`config.mk`:
```
export PLATFORM = sky130hd
export DESIGN_NAME = pixel_scheduler
export DESIGN_NICKNAME = d
export VERILOG_FILES = /design/src/rtl/pixel_scheduler.sv
export SDC_FILE = /design/constraint.sdc
export NUM_CORES = 1
export LEC_CHECK = 0
export CORE_MARGIN = 3
export CORE_UTILIZATION = 55
export CTS_CLUSTER_SIZE = 30
export DETAILED_ROUTE_END_ITERATION = 10
export DONT_BUFFER_PORTS = 1
export HOLD_SLACK_MARGIN = 0.03
export MAX_ROUTING_LAYER = met4
export PLACE_DENSITY_LB_ADDON = 0.2
export SYNTH_ARGS = -nofsm -noshare
export SYNTH_HDL_FRONTEND = slang
export SYNTH_SLANG_ARGS = --single-unit
```
`constraint.sdc`:
```
create_clock -name clk -period 2.5 [get_ports clk]
set_clock_uncertainty 0.2 [all_clocks]
set_input_delay 0.625 -clock clk [delete_from_list [all_inputs] [get_ports clk]]
set_output_delay 0.625 -clock clk [all_outputs]
set_load 0.05 [all_outputs]
```
`src/rtl/pixel_scheduler.sv`:
```
`timescale 1ns/1ps
`default_nettype none
// ============================================================================
// Module      : pixel_scheduler
// Description : Frame controller for the Mandelbrot pixel pipeline. It walks
//               the screen in raster order and hands coordinates round-robin
//               to NCORES iteration cores. It collects their escape depths and
//               retires them in raster order through the colour-LUT stage.
//               The result leaves as a back-pressured video stream with
//               start-of-frame (out_user) and end-of-line (out_last) flags.
// Ports       : clk, rst_n                  clock, async active-low reset
//               start, max_iter             frame request, iteration limit
//               busy, frame_done            frame status
//               core_start/x/y/max_iter     dispatch to cores
//               core_done, core_depth       completion from cores
//               lut_en, lut_depth,lut_color colour stage (1-cycle latency)
//               out_data/valid/ready/user/last  video stream
// Revision    : 1.0 - initial release
// ============================================================================
module pixel_scheduler #(
  parameter int NCORES = 4,
  parameter int WIDTH  = 640,
  parameter int HEIGHT = 480
) (
  input  logic                 clk,
  input  logic                 rst_n,
  input  logic                 start,
  input  logic [9:0]           max_iter,
  output logic                 busy,
  output logic                 frame_done,
  output logic [NCORES-1:0]    core_start,
  output logic [9:0]           core_x,
  output logic [9:0]           core_y,
  output logic [9:0]           core_max_iter,
  input  logic [NCORES-1:0]    core_done,
  input  logic [10*NCORES-1:0] core_depth,
  output logic                 lut_en,
  output logic [9:0]           lut_depth,
  input  logic [23:0]          lut_color,
  output logic [23:0]          out_data,
  output logic                 out_valid,
  input  logic                 out_ready,
  output logic                 out_user,
  output logic                 out_last
);

  localparam int PW = (NCORES > 1) ? $clog2(NCORES) : 1;
  localparam logic [PW-1:0] C_LAST_CORE = PW'(NCORES - 1);
  localparam logic [9:0]    C_X_LAST    = 10'(WIDTH - 1);
  localparam logic [9:0]    C_Y_LAST    = 10'(HEIGHT - 1);

  typedef enum logic [1:0] {S_IDLE = 2'd0, S_RUN = 2'd1, S_DRAIN = 2'd2, S_DONE = 2'd3} state_t;
  typedef enum logic [1:0] {SL_FREE = 2'd0, SL_BUSY = 2'd1, SL_HELD = 2'd2} slot_t;

  state_t            r_state;
  slot_t             r_slot       [NCORES];
  logic [9:0]        r_slot_depth [NCORES];
  logic [PW-1:0]     r_dptr, r_rptr;
  logic [9:0]        r_x, r_y;          // next pixel to dispatch
  logic [9:0]        r_rx, r_ry;        // next pixel to retire
  logic              r_busy, r_frame_done;
  logic [NCORES-1:0] r_core_start;
  logic [9:0]        r_core_x, r_core_y, r_max_iter;
  logic              r_lut_en;
  logic [9:0]        r_lut_depth;
  // Flags travel alongside the pixel: e_* during the lut_en cycle,
  // c_* during the cycle lut_color is valid and gets written.
  logic              r_e_user, r_e_last, r_e_eof;
  logic              r_c_valid, r_c_user, r_c_last, r_c_eof;
  logic [23:0]       r_fifo_data [2];
  logic              r_fifo_user [2];
  logic              r_fifo_last [2];
  logic              r_fifo_eof  [2];
  logic              r_wr, r_rd;
  logic [1:0]        r_count;

  logic              w_pop, w_credit, w_retire, w_dispatch;
  logic [2:0]        w_inflight;

  // Committed entries plus both pixels still inside the colour stage must
  // fit in the 2-entry buffer, so a stalled stream can never overflow it.
  assign w_inflight = {1'b0, r_count} + {2'b00, r_lut_en} + {2'b00, r_c_valid};
  assign w_credit   = (w_inflight < 3'd2);
  assign w_pop      = (r_count != 2'd0) && out_ready;
  assign w_retire   = (r_slot[r_rptr] == SL_HELD) && w_credit;
  // A slot being retired this cycle counts as free for dispatch.
  assign w_dispatch = (r_state == S_RUN) &&
                      ((r_slot[r_dptr] == SL_FREE) || (w_retire && (r_rptr == r_dptr)));

  always_ff @(posedge clk or negedge rst_n) begin
    if (!rst_n) begin
      r_state      <= S_IDLE;
      r_dptr       <= '0;
      r_rptr       <= '0;
      r_x          <= '0;
      r_y          <= '0;
      r_rx         <= '0;
      r_ry         <= '0;
      r_busy       <= 1'b0;
      r_frame_done <= 1'b0;
      r_core_start <= '0;
      r_core_x     <= '0;
      r_core_y     <= '0;
      r_max_iter   <= '0;
      r_lut_en     <= 1'b0;
      r_lut_depth  <= '0;
      r_e_user     <= 1'b0;
      r_e_last     <= 1'b0;
      r_e_eof      <= 1'b0;
      r_c_valid    <= 1'b0;
      r_c_user     <= 1'b0;
      r_c_last     <= 1'b0;
      r_c_eof      <= 1'b0;
      r_wr         <= 1'b0;
      r_rd         <= 1'b0;
      r_count      <= '0;
      for (int k = 0; k < NCORES; k++) begin
        r_slot[k]       <= SL_FREE;
        r_slot_depth[k] <= '0;
      end
      for (int k = 0; k < 2; k++) begin
        r_fifo_data[k] <= '0;
        r_fifo_user[k] <= 1'b0;
        r_fifo_last[k] <= 1'b0;
        r_fifo_eof[k]  <= 1'b0;
      end
    end else begin
      r_core_start <= '0;
      r_frame_done <= 1'b0;
      r_lut_en     <= w_retire;
      r_c_valid    <= r_lut_en;
      r_c_user     <= r_e_user;
      r_c_last     <= r_e_last;
      r_c_eof      <= r_e_eof;

      case (r_state)
        S_IDLE: begin
          if (start) begin
            r_state    <= S_RUN;
            r_busy     <= 1'b1;
            r_max_iter <= max_iter;
            r_x        <= '0;
            r_y        <= '0;
            r_rx       <= '0;
            r_ry       <= '0;
            r_dptr     <= '0;
            r_rptr     <= '0;
          end
        end
        S_RUN: begin
          if (w_dispatch && (r_x == C_X_LAST) && (r_y == C_Y_LAST)) r_state <= S_DRAIN;
        end
        S_DRAIN: begin
          if (w_pop && r_fifo_eof[r_rd]) begin
            r_state      <= S_DONE;
            r_frame_done <= 1'b1;
          end
        end
        default: begin
          r_state <= S_IDLE;
          r_busy  <= 1'b0;
        end
      endcase

      if (w_dispatch) begin
        r_core_start <= NCORES'(1) << r_dptr;
        r_core_x     <= r_x;
        r_core_y     <= r_y;
        r_dptr       <= (r_dptr == C_LAST_CORE) ? '0 : r_dptr + 1'b1;
        if (r_x == C_X_LAST) begin
          r_x <= '0;
          r_y <= (r_y == C_Y_LAST) ? '0 : r_y + 1'b1;
        end else begin
          r_x <= r_x + 1'b1;
        end
      end

      if (w_retire) begin
        r_lut_depth <= r_slot_depth[r_rptr];
        r_e_user    <= (r_rx == '0) && (r_ry == '0);
        r_e_last    <= (r_rx == C_X_LAST);
        r_e_eof     <= (r_rx == C_X_LAST) && (r_ry == C_Y_LAST);
        r_rptr      <= (r_rptr == C_LAST_CORE) ? '0 : r_rptr + 1'b1;
        if (r_rx == C_X_LAST) begin
          r_rx <= '0;
          r_ry <= r_ry + 1'b1;
        end else begin
          r_rx <= r_rx + 1'b1;
        end
      end

      // Slot updates; the three transitions need disjoint source states,
      // except retire+dispatch on one slot where dispatch must win.
      for (int k = 0; k < NCORES; k++) begin
        if (core_done[k] && (r_slot[k] == SL_BUSY)) begin
          r_slot[k]       <= SL_HELD;
          r_slot_depth[k] <= core_depth[k*10 +: 10];
        end
        if (w_retire && (r_rptr == PW'(k)))   r_slot[k] <= SL_FREE;
        if (w_dispatch && (r_dptr == PW'(k))) r_slot[k] <= SL_BUSY;
      end

      if (r_c_valid) begin
        r_fifo_data[r_wr] <= lut_color;
        r_fifo_user[r_wr] <= r_c_user;
        r_fifo_last[r_wr] <= r_c_last;
        r_fifo_eof[r_wr]  <= r_c_eof;
        r_wr              <= ~r_wr;
      end
      if (w_pop) r_rd <= ~r_rd;

      case ({r_c_valid, w_pop})
        2'b10:   r_count <= r_count + 1'b1;
        2'b01:   r_count <= r_count - 1'b1;
        default: r_count <= r_count;
      endcase
    end
  end

  assign busy          = r_busy;
  assign frame_done    = r_frame_done;
  assign core_start    = r_core_start;
  assign core_x        = r_core_x;
  assign core_y        = r_core_y;
  assign core_max_iter = r_max_iter;
  assign lut_en        = r_lut_en;
  assign lut_depth     = r_lut_depth;
  assign out_valid     = (r_count != 2'd0);
  assign out_data      = r_fifo_data[r_rd];
  assign out_user      = out_valid & r_fifo_user[r_rd];
  assign out_last      = out_valid & r_fifo_last[r_rd];

endmodule
`default_nettype wire

```
# --- Word level (Yosys, flattened, before mapping) ---
# Cells that the tools add are included.
classes:
  add_sub_neg: 10
  n_mul: 0
  div_mod_pow: 0
  n_lt_le_gt_ge: 6
  n_eq_ne: 23
  shift: 1
  n_mux: 72
  bitwise: 9
  n_reduce_logical: 45
ops:
  columns: ["op", "n"]
  rows:
  - ["$mux 10", 17]
  - ["$mux 24", 4]
  - ["$mux 2", 25]
  - ["$bwmux 48", 1]
  - ["$add 10x1->10 const B", 4]
  - ["$demux 24 s1", 1]
  - ["$logic_and 1x1->1", 22]
  - ["$bmux 10 s2", 1]
  - ["$eq 10x10->1 const B", 2]
  - ["$eq 10x9->1 const B", 2]
  - ["$logic_not 10->1", 2]
  - ["$eq 2x1->1 const B", 8]
  - ["$eq 2x2->1 const B", 7]
  - ["$mux 1", 13]
  - ["$reduce_bool 2->1", 6]
  - ["$reduce_bool 3->1", 4]
  - ["$bmux 2 s2", 2]
  - ["$logic_not 2->1", 4]
  - ["$reduce_and 2->1", 4]
  - ["$add 2x1->2 const B", 3]
  - ["$bwmux 2", 3]
  - ["$ge 3x3->1 const B", 2]
  - ["$not 2->3", 2]
  - ["$pmux 2 s3", 1]
  - ["other kinds (20)", 26]
totals:
  regBits: 206
  latchBits: 0
  mem_bits_rw: 0
  rom_bits: 0
  in_bits: 82
  output_inout_bits: 74
  elab_cells: 207
  mem_count: 0

# --- Logic depth before layout (Yosys ltp) ---
logic_depth:
  word_depth: 13
  depth_mapped: 10
  depth_no_buf: 8

# --- Least setup slack after synthesis ---
# OpenSTA, ideal clock, no wires.
synth_timing:
  kind: "register -> output"
  startpoint: "register r_rd"
  endpoint: "output out_last"
  arrival_ns: 1.665
  t_required_ns: 1.675
  setup_slack_ns: 0.010
  stages_incl_launch_ff: 5
  path_buffers: 2
  path_cell_list: "dfrtp_1 buf_2 buf_1 mux2i_1 nor2_1"
synth_via:
  elab_chain_len: 5
synth_rtl:
  columns: ["item", "line_no", "rtl"]
  rows:
  - ["start, declared", "74", "logic r_wr, r_rd;"]
  - ["start signal, assigned", "210", "if (w_pop) r_rd <= ~r_rd;"]
  - ["$not 1->2 (implied by the code)", "231", "assign out_last = out_valid & r_fifo_last[r_rd];"]
  - ["$mux 1 (implied by the code) (3 in series)", "231", null]
  - ["$and 1x1->1", "231", null]
  - ["end, declared", "44", "output logic out_last"]
# Every way passes these cells. The select of a mux whose other input is x is not followed.

# --- Worst setup path in the final report ---
layout_timing:
  startpoint: "register r_slot[7] in the netlist's numbering"
  endpoint: "register r_x[6]"
layout_via:
  elab_chain_len: 10
  word_cells_on_any_way: 16
layout_rtl:
  columns: ["item", "line_no", "rtl"]
  rows:
  - ["start, declared", "56", "slot_t r_slot [NCORES];"]
  - ["start signal, assigned by index", "118", "r_slot[k] <= SL_FREE;"]
  - ["start signal, assigned by index", "196", "r_slot[k] <= SL_HELD;"]
  - ["start signal, assigned by index", "199", "if (w_retire && (r_rptr == PW'(k))) r_slot[k] <= SL_FREE;"]
  - ["$bmux 2 s2", "85", "assign w_retire = (r_slot[r_rptr] == SL_HELD) && w_credit;"]
  - ["$mux 2 (implied by the code) (2 in series)", "85", null]
  - ["$eq 2x2->1", "85", null]
  - ["$logic_and 1x1->1", "85", null]
  - ["$logic_and 1x1->1", "88", "((r_slot[r_dptr] == SL_FREE) || (w_retire && (r_rptr == r_dptr)));"]
  - ["$logic_or 1x1->1 *", "88", null]
  - ["$logic_and 1x1->1 *", "87", "assign w_dispatch = (r_state == S_RUN) &&"]
  - ["$reduce_bool 2->1 (no source line)", null, null]
  - ["$reduce_and 2->1 (no source line)", null, null]
  - ["end signal, assigned", "174", "r_x <= r_x + 1'b1;"]
  - ["end, declared", "59", "logic [9:0] r_x, r_y;"]
# Every way passes the cells marked *; elsewhere a longest branch is shown, timed or not. The select of a mux whose other input is x is not followed.
# A chain may end at the register's enable or synchronous reset.

==> report_table.html <==
<table>
<tr><th>Metric</th><th>Value</th></tr>
<tr><th colspan="2">Global routing</th></tr>
<tr><td>Wire length of the first global-routing pass</td><td>33300 um</td></tr>
<tr><td>Number of global-route vias before repair</td><td>6720</td></tr>
<tr><td>Initial antenna violation count</td><td>0</td></tr>
<tr><td>Total track usage</td><td>0.225</td></tr>
<tr><td>Remaining Overflow, GRT</td><td>0</td></tr>
<tr><td>Maximum number of pins on one net before global-route repair</td><td>207</td></tr>
<tr><th colspan="2">Worst setup path</th></tr>
<tr><td>Critical path data required time</td><td>2680 ps</td></tr>
<tr><td>Arrival time of the worst setup path</td><td>2660 ps</td></tr>
<tr><td>R2r startpoint</td><td>r_slot[7]</td></tr>
<tr><td>Largest driver fanout on the critical path</td><td>8</td></tr>
<tr><td>Worst setup slack for register-to-register paths</td><td>20 ps</td></tr>
<tr><td>CP endpoint kind</td><td>register</td></tr>
<tr><td>Capturing point of the worst reg2reg path</td><td>r_x[6]</td></tr>
<tr><td>Cells on worst reg2reg path</td><td>8</td></tr>
<tr><td>Sort of element at the start of the critical path</td><td>register</td></tr>
<tr><td>Setup CP Type</td><td>reg2reg</td></tr>
<tr><th colspan="2">Clock tree</th></tr>
<tr><td>Maximum buffer depth of the clock tree</td><td>3</td></tr>
<tr><td>CTS Hold Buffers Added</td><td>5</td></tr>
<tr><td>Total number of H-tree levels</td><td>1</td></tr>
<tr><td>TritonCTS clock tree</td><td>built</td></tr>
<tr><td>Clk Tree Root Cell</td><td>sky130_fd_sc_hd__clkbuf_16</td></tr>
<tr><td>Clock network latency to the later pin of the worst-skew pair</td><td>500 ps</td></tr>
<tr><td>CTS sink count</td><td>206</td></tr>
<tr><td>Number of buffers added by the clock tree synthesis step</td><td>22</td></tr>
<tr><td>Clock slew at the register clock pins of the worst setup and hold paths</td><td>60 ps</td></tr>
<tr><th colspan="2">Place</th></tr>
<tr><td>Post-DP HPWL</td><td>13800 um</td></tr>
<tr><td>Worst slack after detailed placement</td><td>-204 ps</td></tr>
<tr><td>Placer Congestion</td><td>0.863</td></tr>
<tr><td>Number of buffers added on ports</td><td>0</td></tr>
<tr><th colspan="2">Outcome</th></tr>
<tr><td>Status</td><td>complete, but fails checks</td></tr>
<tr><td>Failing checks</td><td>hold timing</td></tr>
<tr><th colspan="2">STA</th></tr>
<tr><td>Count of endpoints failing hold in the final timing report</td><td>206</td></tr>
<tr><td>Setup Viol. Count Final</td><td>0</td></tr>
<tr><td>Period Utilization, post-route</td><td>0.990</td></tr>
<tr><td>Period minus WS final</td><td>2480 ps</td></tr>
<tr><td>Fmax</td><td>404 MHz</td></tr>
<tr><td>Slew at the pin closest to its max-slew limit</td><td>688 ps</td></tr>
<tr><td>Final worst setup slack</td><td>24.0 ps</td></tr>
<tr><td>RSZ-0062 raised after global routing</td><td>yes</td></tr>
<tr><td>Number of slew-limit violations in the final report</td><td>0</td></tr>
<tr><td>Worst hold slack across all endpoints</td><td>-370 ps</td></tr>
<tr><td>Post-Route Setup TNS</td><td>0 ps</td></tr>
<tr><td>Max transition margin</td><td>0.540</td></tr>
<tr><th colspan="2">Synth</th></tr>
<tr><td>Syn Inst Count</td><td>819</td></tr>
<tr><td>Post-synthesis net count</td><td>921</td></tr>
<tr><td>Post-synthesis cell type count</td><td>52</td></tr>
<tr><td>Post-synth EDFFs</td><td>0</td></tr>
<tr><td>Avg Cell Area, Syn</td><td>11.6 um^2</td></tr>
<tr><td>Synth Register Bits</td><td>206</td></tr>
<tr><td>Most used flip-flop cell after synthesis</td><td>sky130_fd_sc_hd__dfrtp_1</td></tr>
<tr><td>Syn Std Cell Area</td><td>9530 um^2</td></tr>
<tr><td>Part of the Yosys area used for sequential elements</td><td>0.541</td></tr>
<tr><td>Warnings, synthesis</td><td>0</td></tr>
<tr><td>Share of flip-flops with an asynchronous set or reset</td><td>1.00</td></tr>
<tr><th colspan="2">Power and ir drop</th></tr>
<tr><td>Worst ir drop on vdd</td><td>848 uV</td></tr>
<tr><td>Pwr Density</td><td>1400 nW/um^2</td></tr>
<tr><td>Static leakage</td><td>5.10 nW</td></tr>
<tr><th colspan="2">Detailed routing</th></tr>
<tr><td>Via/cell ratio</td><td>5.81</td></tr>
<tr><td>Total via count after detailed routing</td><td>6405</td></tr>
<tr><td>DRC viols</td><td>0</td></tr>
<tr><td>WL final</td><td>20800 um</td></tr>
<tr><td>Average routed wire per standard cell</td><td>18.8 um</td></tr>
<tr><td>Number of iterations in the first detailed-routing pass</td><td>4</td></tr>
<tr><td>Number of routed nets with antenna violations</td><td>0</td></tr>
<tr><td>Detailed router's first-iteration violation count</td><td>371</td></tr>
<tr><th colspan="2">Final layout</th></tr>
<tr><td>Final core utilization</td><td>0.652</td></tr>
<tr><td># diodes</td><td>0</td></tr>
<tr><td>Area growth from synthesis to layout</td><td>14.6%</td></tr>
<tr><td>Number of nets in the layout</td><td>969</td></tr>
<tr><td>Most common cell after layout, fill and taps aside</td><td>sky130_fd_sc_hd__dfrtp_1</td></tr>
<tr><td>Fill cells</td><td>1251</td></tr>
<tr><td>Leading cell types in the layout, fill and taps excluded</td><td>203 x sky130_fd_sc_hd__dfrtp_1, 165 x sky130_fd_sc_hd__nand2_1, 121 x sky130_fd_sc_hd__mux2_2, 47 x sky130_fd_sc_hd__buf_4, 24 x sky130_fd_sc_hd__clkbuf_16</td></tr>
<tr><td>Fraction of final layout cells with drive strength greater than 1</td><td>0.293</td></tr>
<tr><th colspan="2">Floorplanning</th></tr>
<tr><td>Area of the core region</td><td>16800 um^2</td></tr>
<tr><td>Effective utilization at floorplan</td><td>0.569</td></tr>
<tr><td>Total Die Area</td><td>18900 um^2</td></tr>
<tr><td>I/O pin total</td><td>156</td></tr>
<tr><td>Total number of placement rows</td><td>47</td></tr>
<tr><td>DIE WIDTH</td><td>138 um</td></tr>
<tr><td>Die height</td><td>138 um</td></tr>
<tr><th colspan="2">Worst hold path</th></tr>
<tr><td>Hold Path Class</td><td>in2async</td></tr>
<tr><th colspan="2">Run</th></tr>
<tr><td>Max cap viols</td><td>0</td></tr>
</table>
[cells in the mapped netlist, types with 4 or more instances]
library cell / count / share of area
sky130_fd_sc_hd__nor2_1: 24 / 0.0095
sky130_fd_sc_hd__o31ai_1: 4 / 0.0032
sky130_fd_sc_hd__a21oi_1: 9 / 0.0047
sky130_fd_sc_hd__and2_1: 7 / 0.0046
sky130_fd_sc_hd__nand3_1: 19 / 0.010
sky130_fd_sc_hd__a22o_1: 6 / 0.0055
sky130_fd_sc_hd__a31o_2: 6 / 0.0055
sky130_fd_sc_hd__clkbuf_1: 20 / 0.0079
sky130_fd_sc_hd__xnor2_1: 6 / 0.0055
sky130_fd_sc_hd__inv_1: 16 / 0.0063
sky130_fd_sc_hd__nor2b_1: 9 / 0.0059
sky130_fd_sc_hd__mux2_2: 122 / 0.14
sky130_fd_sc_hd__nor3_1: 14 / 0.0074
sky130_fd_sc_hd__ha_1: 20 / 0.026
sky130_fd_sc_hd__buf_2: 7 / 0.0037
sky130_fd_sc_hd__a21o_1: 6 / 0.0047
sky130_fd_sc_hd__nand4_1: 6 / 0.0039
sky130_fd_sc_hd__mux4_2: 13 / 0.031
sky130_fd_sc_hd__mux2i_1: 11 / 0.012
sky130_fd_sc_hd__nand2b_1: 7 / 0.0046
sky130_fd_sc_hd__a211oi_2: 4 / 0.0053
sky130_fd_sc_hd__xor2_1: 6 / 0.0055
sky130_fd_sc_hd__dfrtp_1: 206 / 0.54
sky130_fd_sc_hd__and3_1: 14 / 0.0092
sky130_fd_sc_hd__buf_1: 5 / 0.0020
sky130_fd_sc_hd__nor4_1: 17 / 0.011
sky130_fd_sc_hd__nand2_1: 165 / 0.065
sky130_fd_sc_hd__a211o_1: 7 / 0.0064
sky130_fd_sc_hd__o21ai_0: 22 / 0.012
sky130_fd_sc_hd__nand3b_1: 4 / 0.0032
[state kept, by name, summed over array words and instances (netlist names), 4 cells and up]
register and cells:
core_start 4, r_ry 10, core_y 10, lut_depth 10
r_fifo_data 48, r_rx 10, core_x 10, core_max_iter 10
r_slot 8, r_y 10, r_slot_depth 40, r_x 10
[through the flow]
step | instances | power [mW] | cell area (um^2)
2_1_floorplan | 819 | 10.5 | 9530
3_3_place_gp | 1052 | 11.7 | 10000
3_5_place_dp | 1052 | 12.0 | 10000
4_1_cts | 1100 | 15.3 | 10800
5_1_grt | 1102 | 16.2 | 10900
6_report | 1102 | 15.3 | 10900
[worst max-delay path by stage]
stage | from | end | slack [ps]
after floorplan | r_rd | out_last | 10
after global placement | r_dptr[0] | r_x[6] | -120
after detailed placement | r_dptr[0] | r_x[6] | -200
after CTS | r_c_valid | r_x[6] | 0.5
after global routing | r_c_valid | r_y[2] | -70
final | r_slot[7] | r_x[6] | 20
[area by class of cell]
cell class	instances	area (um^2)	share of cell area
tap	220	275	0.0252
clock inverter	10	62.6	0.00573
sequential	206	5160	0.472
timing repair buffer	59	504	0.0462
inverter	17	63.8	0.00584
multi-input combinational	561	4220	0.386
clock buffer	29	638	0.0584
[report_power, final]
group	switching (mW)	internal, mW
Clock	1.29	1.80
Combinational	3.54	2.63
Sequential	1.55	4.52
[routing by layer]
metal,routed length [um],vias to the layer above,track usage
met5,0,-,-
met4,344,0,0.0516
met3,1840,28,0.0665
met2,9930,222,0.368
met1,8630,3159,0.277
li1,-,2996,-
[kinds of logic after synthesis]
family                   count (synthesis)  synth area share
AND/OR/NAND/NOR                        298             0.146
AO/OA/AOI/OAI                           83            0.0639
XOR/XNOR                                12            0.0110
buffers and inverters                   53            0.0238
adder cells (fa/ha/maj)                 20            0.0263
multiplexers                           147             0.188
flip-flops                             206             0.541
[worst max-delay path, cell delays in order (launching register included)]
cell,delay [ps]
sky130_fd_sc_hd__dfrtp_1,400
sky130_fd_sc_hd__nor2b_1,140
sky130_fd_sc_hd__mux4_2,520
sky130_fd_sc_hd__buf_6,160
sky130_fd_sc_hd__a22o_1,220
sky130_fd_sc_hd__buf_6,140
sky130_fd_sc_hd__buf_6,130
sky130_fd_sc_hd__and3_1,180
sky130_fd_sc_hd__a211o_1,270
[repair_timing]
action / CTS / global route
hold endpoints to repair: 211 / 206
pin swaps: 3 / 3
setup buffers: 3 / 1
gates cloned: 1 / 1
gates resized for setup: 8 / 17
endpoints found under the setup margin: 67 / 41
(Power assumes the default switching activity.)
